File: src/rtl/boot_pkg.sv
// Shared types and default widths for the boot loader and the blocks around it
// (BOOT_CONTROL, memory models).
package boot_pkg;

    localparam int BOOT_ADDR_WIDTH = 8;
    localparam int BOOT_DATA_WIDTH = 8;

    typedef enum logic [2:0] {
        IDLE,
        STABLE,
        READ,
        WAIT_ROM,
        WRITE,
        DONE
    } boot_state_t;

endpackage

File: src/rtl/boot_loader_power_stable_filter.sv
// Counts consecutive power-good cycles and reports when power has been stable
// long enough; any low cycle restarts the count.
module power_stable_filter #(
    parameter int STABLE_CYCLES = 4
) (
    input  logic clk,
    input  logic rst_n,
    input  logic is_powered_on,
    output logic stable
);

    localparam int            CW      = $clog2(STABLE_CYCLES + 1);
    localparam logic [CW-1:0] CNT_MAX = CW'(STABLE_CYCLES);

    logic [CW-1:0] cnt_q, cnt_d;

    // Saturates at CNT_MAX so the level stays high for as long as power does.
    always_comb begin
        cnt_d = cnt_q;
        if (!is_powered_on) begin
            cnt_d = '0;
        end else if (cnt_q != CNT_MAX) begin
            cnt_d = cnt_q + CW'(1);
        end
    end

    always_ff @(posedge clk) begin
        if (!rst_n) begin
            cnt_q <= '0;
        end else begin
            cnt_q <= cnt_d;
        end
    end

    assign stable = (cnt_q == CNT_MAX);

endmodule

File: src/rtl/boot_loader.sv
// Copies the boot image from ROM to RAM after power settles, summing the words,
// then releases the CPU from reset.
module boot_loader
    import boot_pkg::*;
#(
    parameter int ADDR_WIDTH    = BOOT_ADDR_WIDTH,
    parameter int DATA_WIDTH    = BOOT_DATA_WIDTH,
    parameter int BOOT_WORDS    = 16,
    parameter int STABLE_CYCLES = 4
) (
    input  logic                  clk,
    input  logic                  rst_n,
    input  logic                  is_powered_on,
    output logic                  rom_rd,
    output logic [ADDR_WIDTH-1:0] rom_addr,
    input  logic                  rom_valid,
    input  logic [DATA_WIDTH-1:0] rom_data,
    output logic                  ram_we,
    output logic [ADDR_WIDTH-1:0] ram_addr,
    output logic [DATA_WIDTH-1:0] ram_data,
    input  logic                  ram_ready,
    output logic                  cpu_reset_n,
    output logic                  boot_done,
    output logic [DATA_WIDTH-1:0] checksum
);

    // Equality against the last index keeps BOOT_WORDS = 2**ADDR_WIDTH safe.
    localparam logic [ADDR_WIDTH-1:0] LAST_IDX = ADDR_WIDTH'(BOOT_WORDS - 1);

    boot_state_t           state_q, state_d;
    logic [ADDR_WIDTH-1:0] idx_q, idx_d;
    logic                  rom_rd_q, rom_rd_d;
    logic [ADDR_WIDTH-1:0] rom_addr_q, rom_addr_d;
    logic                  ram_we_q, ram_we_d;
    logic [ADDR_WIDTH-1:0] ram_addr_q, ram_addr_d;
    logic [DATA_WIDTH-1:0] ram_data_q, ram_data_d;
    logic                  cpu_reset_n_q, cpu_reset_n_d;
    logic                  boot_done_q, boot_done_d;
    logic [DATA_WIDTH-1:0] checksum_q, checksum_d;
    logic                  stable;

    power_stable_filter #(
        .STABLE_CYCLES(STABLE_CYCLES)
    ) u_filter (
        .clk          (clk),
        .rst_n        (rst_n),
        .is_powered_on(is_powered_on),
        .stable       (stable)
    );

    always_comb begin
        state_d    = state_q;
        idx_d      = idx_q;
        rom_addr_d = rom_addr_q;
        ram_addr_d = ram_addr_q;
        ram_data_d = ram_data_q;
        checksum_d = checksum_q;

        // Power loss outranks any same-cycle ROM data or RAM accept.
        if (state_q != IDLE && !is_powered_on) begin
            state_d = IDLE;
        end else begin
            case (state_q)
                IDLE: begin
                    if (is_powered_on) begin
                        state_d    = STABLE;
                        idx_d      = '0;
                        rom_addr_d = '0;
                        ram_addr_d = '0;
                        checksum_d = '0;
                    end
                end
                STABLE: begin
                    if (stable) begin
                        state_d    = READ;
                        rom_addr_d = idx_q;
                    end
                end
                READ: state_d = WAIT_ROM;
                WAIT_ROM: begin
                    if (rom_valid) begin
                        state_d    = WRITE;
                        ram_data_d = rom_data;
                        ram_addr_d = idx_q;
                    end
                end
                WRITE: begin
                    if (ram_ready) begin
                        checksum_d = checksum_q + ram_data_q;
                        if (idx_q == LAST_IDX) begin
                            state_d = DONE;
                        end else begin
                            state_d    = READ;
                            idx_d      = idx_q + 1'b1;
                            rom_addr_d = idx_q + 1'b1;
                        end
                    end
                end
                DONE:    state_d = DONE;
                default: state_d = IDLE;
            endcase
        end

        rom_rd_d      = (state_d == READ);
        ram_we_d      = (state_d == WRITE);
        boot_done_d   = (state_d == DONE);
        cpu_reset_n_d = (state_d == DONE);
    end

    always_ff @(posedge clk) begin
        if (!rst_n) begin
            state_q       <= IDLE;
            idx_q         <= '0;
            rom_rd_q      <= 1'b0;
            rom_addr_q    <= '0;
            ram_we_q      <= 1'b0;
            ram_addr_q    <= '0;
            ram_data_q    <= '0;
            cpu_reset_n_q <= 1'b0;
            boot_done_q   <= 1'b0;
            checksum_q    <= '0;
        end else begin
            state_q       <= state_d;
            idx_q         <= idx_d;
            rom_rd_q      <= rom_rd_d;
            rom_addr_q    <= rom_addr_d;
            ram_we_q      <= ram_we_d;
            ram_addr_q    <= ram_addr_d;
            ram_data_q    <= ram_data_d;
            cpu_reset_n_q <= cpu_reset_n_d;
            boot_done_q   <= boot_done_d;
            checksum_q    <= checksum_d;
        end
    end

    assign rom_rd      = rom_rd_q;
    assign rom_addr    = rom_addr_q;
    assign ram_we      = ram_we_q;
    assign ram_addr    = ram_addr_q;
    assign ram_data    = ram_data_q;
    assign cpu_reset_n = cpu_reset_n_q;
    assign boot_done   = boot_done_q;
    assign checksum    = checksum_q;

endmodule

File: config.mk
export PLATFORM = sky130hd
export DESIGN_NAME = boot_loader
export DESIGN_NICKNAME = d
export VERILOG_FILES = /design/src/rtl/boot_pkg.sv /design/src/rtl/boot_loader_power_stable_filter.sv /design/src/rtl/boot_loader.sv
export SDC_FILE = /design/constraint.sdc
export NUM_CORES = 1
export LEC_CHECK = 0
export CAP_MARGIN = 10
export CORE_UTILIZATION = 38
export DETAILED_ROUTE_END_ITERATION = 10
export PLACE_DENSITY = 0.65
export REMOVE_ABC_BUFFERS = 1
export SLEW_MARGIN = 20
export SYNTH_ARGS = -nofsm -noshare
export SYNTH_HDL_FRONTEND = slang
export SYNTH_SLANG_ARGS = --single-unit
File: constraint.sdc
create_clock -name clk -period 2.3 [get_ports clk]
set_input_delay 0.46 -clock clk [delete_from_list [all_inputs] [get_ports clk]]
set_output_delay 0.46 -clock clk [all_outputs]
set_load 0.01 [all_outputs]
# [Word-level counts from Yosys, hierarchy flattened]
# Index checks and enable logic that the tools add are counted.
[totals] reg_bits=49 output_inout_bits=36
[op_classes] n_addsub=3 eq_ne=16 n_mux=17 bitwise=1 reduce_logical=13
[op_table] operator="8-bit two-way mux" count=6
[op_table] operator="8-bit one-hot mux with 2 select lines" count=3
[op_table] operator="8-bit one-hot mux with 3 select lines" count=1
[op_table] operator="3-bit two-way mux" count=6
[op_table] operator="3-bit one-hot mux with 6 select lines" count=1
[op_table] operator="3-bit == test, second input constant" count=5
[op_table] operator="2-bit != test, second input constant" count=5
[op_table] operator="3-bit by 2-bit == test with 1-bit output, second input constant" count=3
[op_table] operator="8-bit by 1-bit adder with 8-bit output, second input constant" count=1
[op_table] operator="8-bit adder" count=1
[op_table] operator="8-bit by 4-bit == test with 1-bit output, second input constant" count=1
[op_table] operator="4-bit AND reduction" count=2
[op_table] operator="6-bit AND reduction" count=1
[op_table] operator="3-bit nonzero test" count=2
[op_table] operator="5-bit AND reduction" count=1
[op_table] operator="2-bit nonzero test" count=2
[op_table] operator="3-bit by 1-bit adder with 3-bit output, second input constant" count=1
[op_table] operator="3-bit by 1-bit == test with 1-bit output, second input constant" count=1
[op_table] operator="3-bit zero test" count=1
[op_table] operator="3-bit != test, second input constant" count=1
[op_table] operator="3-bit AND reduction" count=1
[op_table] operator="2-bit AND reduction" count=1
[op_table] operator="1-bit logical AND" count=1
[op_table] operator="1-bit zero test" count=1
[op_table] operator="1-bit NOT" count=1

# [Logic depth before layout (Yosys ltp)]
# Gate-level depths: netlist of run 1.
[depth] depth_word=6 ltp_mapped=8

# [By module]
# A second synthesis of run 1 with hierarchy kept.
[unflattened] hier_cells=303 hier_area_um2=2715.1
[modules_own_cells] module="boot_loader" instances=1 cells_per_inst=285 area_per_inst_um2=2549.9 seq_area_each_um2=920.9
[modules_own_cells] module="power_stable_filter" instances=1 cells_per_inst=18 area_per_inst_um2=165.2 seq_area_each_um2=60.1

# [Worst setup path before layout of run 1]
# OpenSTA, ideal clock, no wires.
[synth_path] path_kind="reg-to-reg" from="register ram_data_q[0] (netlist: ram_data[0])" to="register checksum_q[6] (netlist: checksum[6])" arrival_time_ns=1.760 required_time_ns=2.183 slack_ns=0.422 stages_incl_launch_ff=8 period_less_slack_ns=1.878 path_cell_list="dfxtp_1 ha_1 fa_1 a21o_1 a21oi_1 o21ai_0 xor2_1 a32o_1"
[synth_via] elab_chain_len=3
[synth_rtl] element="from (decl)" line="boot_loader.sv:36" rtl="logic [DATA_WIDTH-1:0] ram_data_q, ram_data_d;"
[synth_rtl] element="from (signal assigned)" line="boot_loader.sv:129" rtl="ram_data_q <= ram_data_d;"
[synth_rtl] element="8-bit adder" line="boot_loader.sv:89" rtl="checksum_d = checksum_q + ram_data_q;"
[synth_rtl] element="8-bit two-way mux" line="boot_loader.sv:88" rtl="if (ram_ready) begin"
[synth_rtl] element="8-bit one-hot mux with 2 select lines" line="boot_loader.sv:63" rtl="case (state_q)"
[synth_rtl] element="to (signal assigned)" line="boot_loader.sv:132" rtl="checksum_q <= checksum_d;"
[synth_rtl] element="to (decl)" line="boot_loader.sv:39" rtl="logic [DATA_WIDTH-1:0] checksum_q, checksum_d;"
# No other way between the ends. The select of a mux whose other input is x is not followed.
# A chain may end at the register's enable or synchronous reset.

# [Worst setup path in the final report of run 1]
[layout_path] from="register checksum_q[0] (netlist: checksum[0])" to="register checksum_q[6] (netlist: checksum[6])"
[layout_via] elab_chain_len=3
[layout_rtl] element="8-bit adder" line="boot_loader.sv:89"
[layout_rtl] element="8-bit two-way mux" line="boot_loader.sv:88"
[layout_rtl] element="8-bit one-hot mux with 2 select lines" line="boot_loader.sv:63"
# No other way between the ends. The select of a mux whose other input is x is not followed.

==> results of run 1 <==
[worst max-delay path: stages, from the launching register on]
cell and delay (ps):
dfxtp_1 350, ha_1 230, fa_1 400, a21o_1 170, a21oi_1 210, o21ai_0 130
xor2_1 160, a32o_1 210
[placed cells by master, fill, tap and decap left out, types with 2 or more instances in the layout]
cell type,count
nor2_1,31
a21o_1,3
a211oi_1,4
inv_1,7
nand3_1,16
ha_1,10
a31oi_1,9
nor3b_2,2
nand4_1,3
nand2b_1,6
xnor2_1,5
buf_4,13
clkbuf_8,6
a21oi_1,24
o31ai_1,2
mux2i_1,13
o211a_1,2
o21ai_1,2
dfxtp_1,49
a211o_1,2
nor2b_1,11
nand3b_1,4
clkdlybuf4s50_1,48
or3_1,2
a21oi_2,2
a32o_1,2
o21ai_0,8
nand2_1,27
o21a_1,2
nor3_2,2
and3_1,2
nor3_1,9
o22ai_1,2
[kinds of logic (layout without fill, tap and decap cells)]
kind of cell             count (synthesis)  in the layout  share of synthesized area
AO/OA/AOI/OAI                           75             75                      0.191
XOR/XNOR                                 6              6                     0.0201
adder cells (fa/ha/maj)                 11             11                     0.0555
buffers and inverters                   27             78                     0.0531
flip-flops                              49             49                      0.375
multiplexers                            14             14                     0.0541
AND/OR/NAND/NOR                        126            126                      0.251
[worst max path at each step]
| stage | startpoint | to | slack (ps) | cells past startpoint |
|---|---|---|---|---|
| 3_5_place_dp | ram_ready | checksum[7] | 270 | 6 |
| 4_1_cts | checksum[0] | checksum[6] | 310 | 7 |
| 3_3_place_gp | is_powered_on | ram_we | 310 | 7 |
| 5_1_grt | checksum[0] | checksum[6] | 200 | 7 |
| 2_1_floorplan | ram_data[0] | checksum[6] | 420 | 7 |
| 6_report | checksum[0] | checksum[6] | 330 | 7 |
[report_power, final]
part           internal, mW  switching, mW
combinational        0.0740         0.0882
sequential            0.856         0.0124
clock                 0.244          0.296
total                  1.17          0.397
[per-layer routing]
layer,GRT usage,wire (um)
met1,0.235,2920
met2,0.301,2830
met3,0.0496,332
met4,0.0586,83
met5,0,0
[cell type report]
cell class | instances | area [sq um]
tap | 77 | 96.3
sequential | 49 | 981
inverter | 8 | 30.0
multi-input combinational | 232 | 1500
timing repair buffer | 62 | 598
clock buffer | 6 | 82.6
fill | 612 | 3200
clock inverter | 2 | 13.8
[sequential cells by signal, indices dropped and copies added (netlist names)]
| signal | count |
|---|---|
| ram_addr | 8 |
| idx_q | 8 |
| ram_we | 1 |
| checksum | 8 |
| rom_addr | 8 |
| ram_data | 8 |
| state_q | 3 |
| u_filter.cnt_q | 3 |
| boot_done | 1 |
| rom_rd | 1 |
[cell usage after synthesis, types with 3 or more instances]
| cell type | n |
|---|---|
| dfxtp_1 | 49 |
| xnor2_1 | 5 |
| inv_1 | 7 |
| a31oi_1 | 9 |
| nand3b_1 | 4 |
| a21o_1 | 3 |
| nor2b_1 | 11 |
| nand2_1 | 27 |
| o21ai_0 | 8 |
| a211oi_1 | 4 |
| nand4_1 | 3 |
| nor3_1 | 9 |
| nand2b_1 | 6 |
| ha_1 | 10 |
| buf_2 | 9 |
| buf_4 | 3 |
| mux2i_1 | 13 |
| a21oi_1 | 24 |
| clkbuf_1 | 5 |
| nand3_1 | 16 |
| nor2_1 | 31 |
[through the flow]
| stage | cells | utilization | worst slack, ps |
|---|---|---|---|
| 3_3_place_gp | 428 | 0.493 | 309 |
| 6_report | 436 | 0.508 | 325 |
| 2_1_floorplan | 289 | - | 422 |
| 3_5_place_dp | 428 | 0.493 | 272 |
| 4_1_cts | 436 | 0.508 | 311 |
| 5_1_grt | 436 | 0.508 | 202 |
==> summary.txt, run 1 <==
Outcome
  – Status: finished, violations left
  – Violated checks: design-rule violations

Floorplanning
  – Die Ht: around 85 um
  – Starting density of the core: 0.403
  – # rows: 29
  – # IOs: 49
  – DIE WIDTH: roughly 85 um
  – Core area: between 6000 and 7000 sq um
  – DIE AREA: around 7200 sq um

Critical path
  – WP data required: approximately 2500 ps
  – Crit Path Class: register to register
  – Worst Setup Start Kind: register
  – R2R depth: 7
  – Flop-to-flop setup slack: ~330 ps
  – Crit path max fanout: 3
  – Worst R2R Start: checksum[0]
  – CP arrival: 2180 ps
  – Crit. End Element: register
  – R2R Path End: checksum[6]

Timing
  – Slew headroom: 0.655
  – Final setup vio count: 0
  – RSZ-0062 raised after global routing: false
  – Post-layout min period: between 1500 and 2000 ps
  – Clk_skew: 10.0 ps
  – Fin. max-slew vios: 0
  – Peak Freq: about 0.51 GHz
  – Hold WS: ~460 ps
  – Final Cycle Share: 0.859
  – Setup_tns: 0 ps
  – Slew @ Worst Pin: slightly above 500 ps
  – Final hold vios: 0

Global route
  – Global-route wire length before repair: 10500 um
  – Total track usage: 0.184
  – Largest net degree at the start of global routing: 18
  – Vias in the first global route: 2222
  – Total congestion overflow: 0
  – Initial antenna violation count: 0

Drt
  – Initial DRC count: ~250
  – DRC: 3
  – First-pass detailed-route iteration total: 8
  – Detailed-route wire length per cell: approximately 14 um
  – Drt total wl: between 6000 and 7000 um
  – Vias: 2379
  – Detail Route Antenna Nets: 0
  – Vias per cell: between 5 and 6

Yosys
  – Syn_area_per_cell: roughly 8.5 sq um
  – Post-synth top area share: 0.375
  – Area leader, netlist: dfxtp_1
  – Count of different cell masters after synthesis: 60
  – Synth async-reset ratio: 0
  – Sequential element share of the synthesized area: 0.375
  – Post-Syn Area: roughly 2600 sq um
  – Post-synth EDFFs: 0
  – Post-synthesis register bit count: 49
  – Ranking of synthesized cells by area: dfxtp_1, mux2i_1, ha_1
  – Yosys warning count: 0
  – Syn Inst Count: roughly 310
  – Prevailing post-synth register cell: dfxtp_1

Power and ir drop
  – P per Cell Area: 476 nW/um^2
  – Peak VDD IR: 191 uV
  – Tot Pwr: 1.57 mW
  – Leak: between 1 and 1.5 nW

Worst hold path
  – WHS Path Cells: 2
  – Worst hold path class: register to register
  – Worst Hold End: rom_addr[5]
  – Hold Path Origin: rom_addr[5]

Cells and area
  – Diodes inserted: 0
  – Final #Nets: between 300 and 400
  – Finished Cell Area: 3300 sq um
  – Layout cells sized above 1: 0.106
  – Synth-to-Final Area Change: 26.1%

Clocking
  – Num CTS Buffers: 5
  – Max Root-Sink Buffers: 2
  – Clk pin slew, worst setup/hold paths: approximately 90 ps
  – CTS resizes: 0
  – Clk sink count: 49
  – Clk Latency, worst-skew pair: approximately 310 ps
  – Root Driver: clkbuf_8
  – Hold buffers post-CTS: 0
  – H-tree levels: 2
  – TritonCTS clock tree: done
  – Postcts setup bufs: 0

Place
  – HPWL after detailed placement: 4390 um
  – Placed cell area: between 3000 and 4000 sq um
  – RD Place Congestion: about 0.82
  – Count of input and output buffers: between 40 and 50

Job
  – Max-cap violations: 0
(Power assumes the default switching activity.)
==> run 2, diff against run 1 <==
--- a/config.mk
+++ b/config.mk
@@ -6,9 +6,9 @@
 export NUM_CORES = 1
 export LEC_CHECK = 0
 export CAP_MARGIN = 10
-export CORE_UTILIZATION = 38
+export CORE_UTILIZATION = 30
 export DETAILED_ROUTE_END_ITERATION = 10
-export PLACE_DENSITY = 0.65
+export PLACE_DENSITY = 0.55
 export REMOVE_ABC_BUFFERS = 1
 export SLEW_MARGIN = 20
 export SYNTH_ARGS = -nofsm -noshare
==> run 2 against run 1 <==
Against the previous run: the run now ends clean; fmax decreased by 1.1%; setup slack got worse by 21 ps; design area increased by 2.8%; first-iteration DRC count decreased by 46%; clock skew decreased by 1.2 ps.
==> summary.txt, run 2 (same netlist as run 1, synthesis figures left out) <==
Clocking
  – Max Root-Sink Buffers: 2 (unchanged)
  – Clk sink count: 49 (unchanged)
  – CTS resizes: 0 (unchanged)
  – H-tree levels: 2 (unchanged)
  – Hold buffers post-CTS: 0 (unchanged)
  – Clk pin slew, worst setup/hold paths: 100 ps (about the same)
  – Root Driver: clkbuf_8
  – Num CTS Buffers: 5 (unchanged)
  – Clk Latency, worst-skew pair: 310 ps (about the same)
  – Postcts setup bufs: 0 (unchanged)
  – TritonCTS clock tree: done

Power and ir drop
  – P per Cell Area: 528 nW/um^2 (+11%)
  – Peak VDD IR: 199 uV (+3.8%)
  – Leak: 1.28 nW (+2.9%)
  – Tot Pwr: 1.79 mW (+14%)

Worst hold path
  – Worst hold path class: register to register
  – WHS Path Cells: 2 (unchanged)

Critical path
  – Crit. End Element: register
  – CP arrival: 2200 ps (+20 ps)
  – WP data required: 2500 ps (about the same)
  – Worst Setup Start Kind: register
  – Crit Path Class: register to register
  – Crit path max fanout: 7 (+4)
  – R2R depth: 7 (unchanged)

Cells and area
  – Synth-to-Final Area Change: 29.7%
  – Final std cells w/o fill: 468 (+7.3%)
  – Layout cells sized above 1: 0.116 (+0.00985)
  – Most frequent cells in the layout: dfxtp_1, clkdlybuf4s50_1, nor2_1
  – Final Util: 0.407 (-0.101)
  – Diodes inserted: 0 (unchanged)
  – Final #Nets: 386 (+1.0%)
  – Most common cell after layout, fill and taps aside: dfxtp_1
  – Finished Cell Area: 3390 sq um (+2.8%)

Floorplanning
  – DIE WIDTH: 95.4 um (+12%)
  – # rows: 33 (+14%)
  – DIE AREA: 9090 sq um (+26%)
  – Core area: 8340 sq um (+28%)
  – # IOs: 49 (unchanged)
  – Starting density of the core: 0.314 (-0.0891)
  – Die Ht: 95.4 um (+12%)

Place
  – Count of input and output buffers: 48 (unchanged)
  – DP Worst Slack: 161 ps (-112 ps)
  – HPWL after detailed placement: 4750 um (+8.2%)
  – Dpl cells: 460 (+7.5%)
  – Placed cell area: 3250 sq um (+1.6%)
  – RD Place Congestion: 0.844 (+2.8%)

Global route
  – Global-route wire length before repair: 10800 um (+3.1%)
  – Initial antenna violation count: 0 (unchanged)
  – Largest net degree at the start of global routing: 17 (-1)
  – Vias in the first global route: 2176 (-2.1%)
  – Total congestion overflow: 0 (unchanged)
  – Total track usage: 0.152 (-0.0312)

Timing
  – Hold WS: 465 ps (+5.45 ps)
  – Peak Freq: 0.501 GHz (-1.1%)
  – Slew headroom: 0.634 (-0.0215)
  – Fin. max-slew vios: 0 (unchanged)
  – Final Cycle Share: 0.868 (+0.00920)
  – Final hold vios: 0 (unchanged)
  – Setup_tns: 0 ps (unchanged)
  – Clk_skew: 8.79 ps (-1.22 ps)
  – Post-layout min period: 2000 ps (+21.2 ps)
  – Slew @ Worst Pin: 546 ps (+29.2 ps)
  – Worst Setup Slack, final: 304 ps (-21.2 ps)
  – RSZ-0062 raised after global routing: false
  – Final setup vio count: 0 (unchanged)

Outcome
  – Status: finished clean

Drt
  – Detail Route Antenna Nets: 0 (unchanged)
  – DRC: 0 (-3)
  – First-pass detailed-route iteration total: 4 (-4)
  – Vias: 2377 (-0.084%)
  – Detailed-route wire length per cell: 13.7 um (-3.3%)
  – Vias per cell: 5.08 (-6.9%)
  – Drt total wl: 6400 um (+3.7%)
  – Initial DRC count: 134 (-46%)

Job
  – Max-cap violations: 0 (unchanged)
## run 2: changes by cell type in the layout (fill, tap and decap cells not counted), sizes merged
| cell | change |
|---|---|
| inv | +1 |
| bufinv | +2 |
| clkbuf | -1 |
| clkinv | -2 |
| buf | +4 |
## run 2: metal layers
metal | vias to the layer above | part of all wire | wire (um) | track usage
li1 | 1204 | - | - | -
met1 | 1106 | 0.49 | 3130 | 0.209
met2 | 60 | 0.44 | 2800 | 0.236
met3 | 7 | 0.066 | 421 | 0.0423
met4 | 0 | 0.0080 | 51 | 0.0366
met5 | - | 0 | 0 | 0
## run 2: where the power goes
group / switching [mW] / internal, mW
clock network: 0.316 / 0.438
registers: 0.00771 / 0.856
logic: 0.0935 / 0.0784
## run 2: final cells by class
type	instances	area (sq um)
fillers	868	4950
multi-input cells	232	1500
flip-flops and latches	49	981
repair buffers	66	616
well taps	105	131
clock buffers	5	68.8
clock inverters	3	68.8
inverters	8	30.0
## run 2: worst max-delay path: stages, from the launching register on
cell	delay (ps)
dfxtp_1	350
ha_1	230
and4b_1	310
a21boi_2	100
o21ai_1	450
buf_4	220
mux2i_1	180
nor2_1	50
## run 2: worst paths after layout
kind	from	endpoint	slack, ps
worst max-delay path	idx_q[0]	rom_addr[4]	300
worst max register to register	idx_q[0]	rom_addr[4]	300
worst min-delay path	rom_addr[1]	rom_addr[1]	460
worst min register to register	rom_addr[1]	rom_addr[1]	460
==> run 3, diff against run 2 <==
--- a/config.mk
+++ b/config.mk
@@ -7,6 +7,7 @@
 export LEC_CHECK = 0
 export CAP_MARGIN = 10
 export CORE_UTILIZATION = 30
+export CTS_CLUSTER_DIAMETER = 120
 export DETAILED_ROUTE_END_ITERATION = 10
 export PLACE_DENSITY = 0.55
 export REMOVE_ABC_BUFFERS = 1
==> results of run 3 <==
The final DEF is identical to that of run 2; final timing and power are the same.
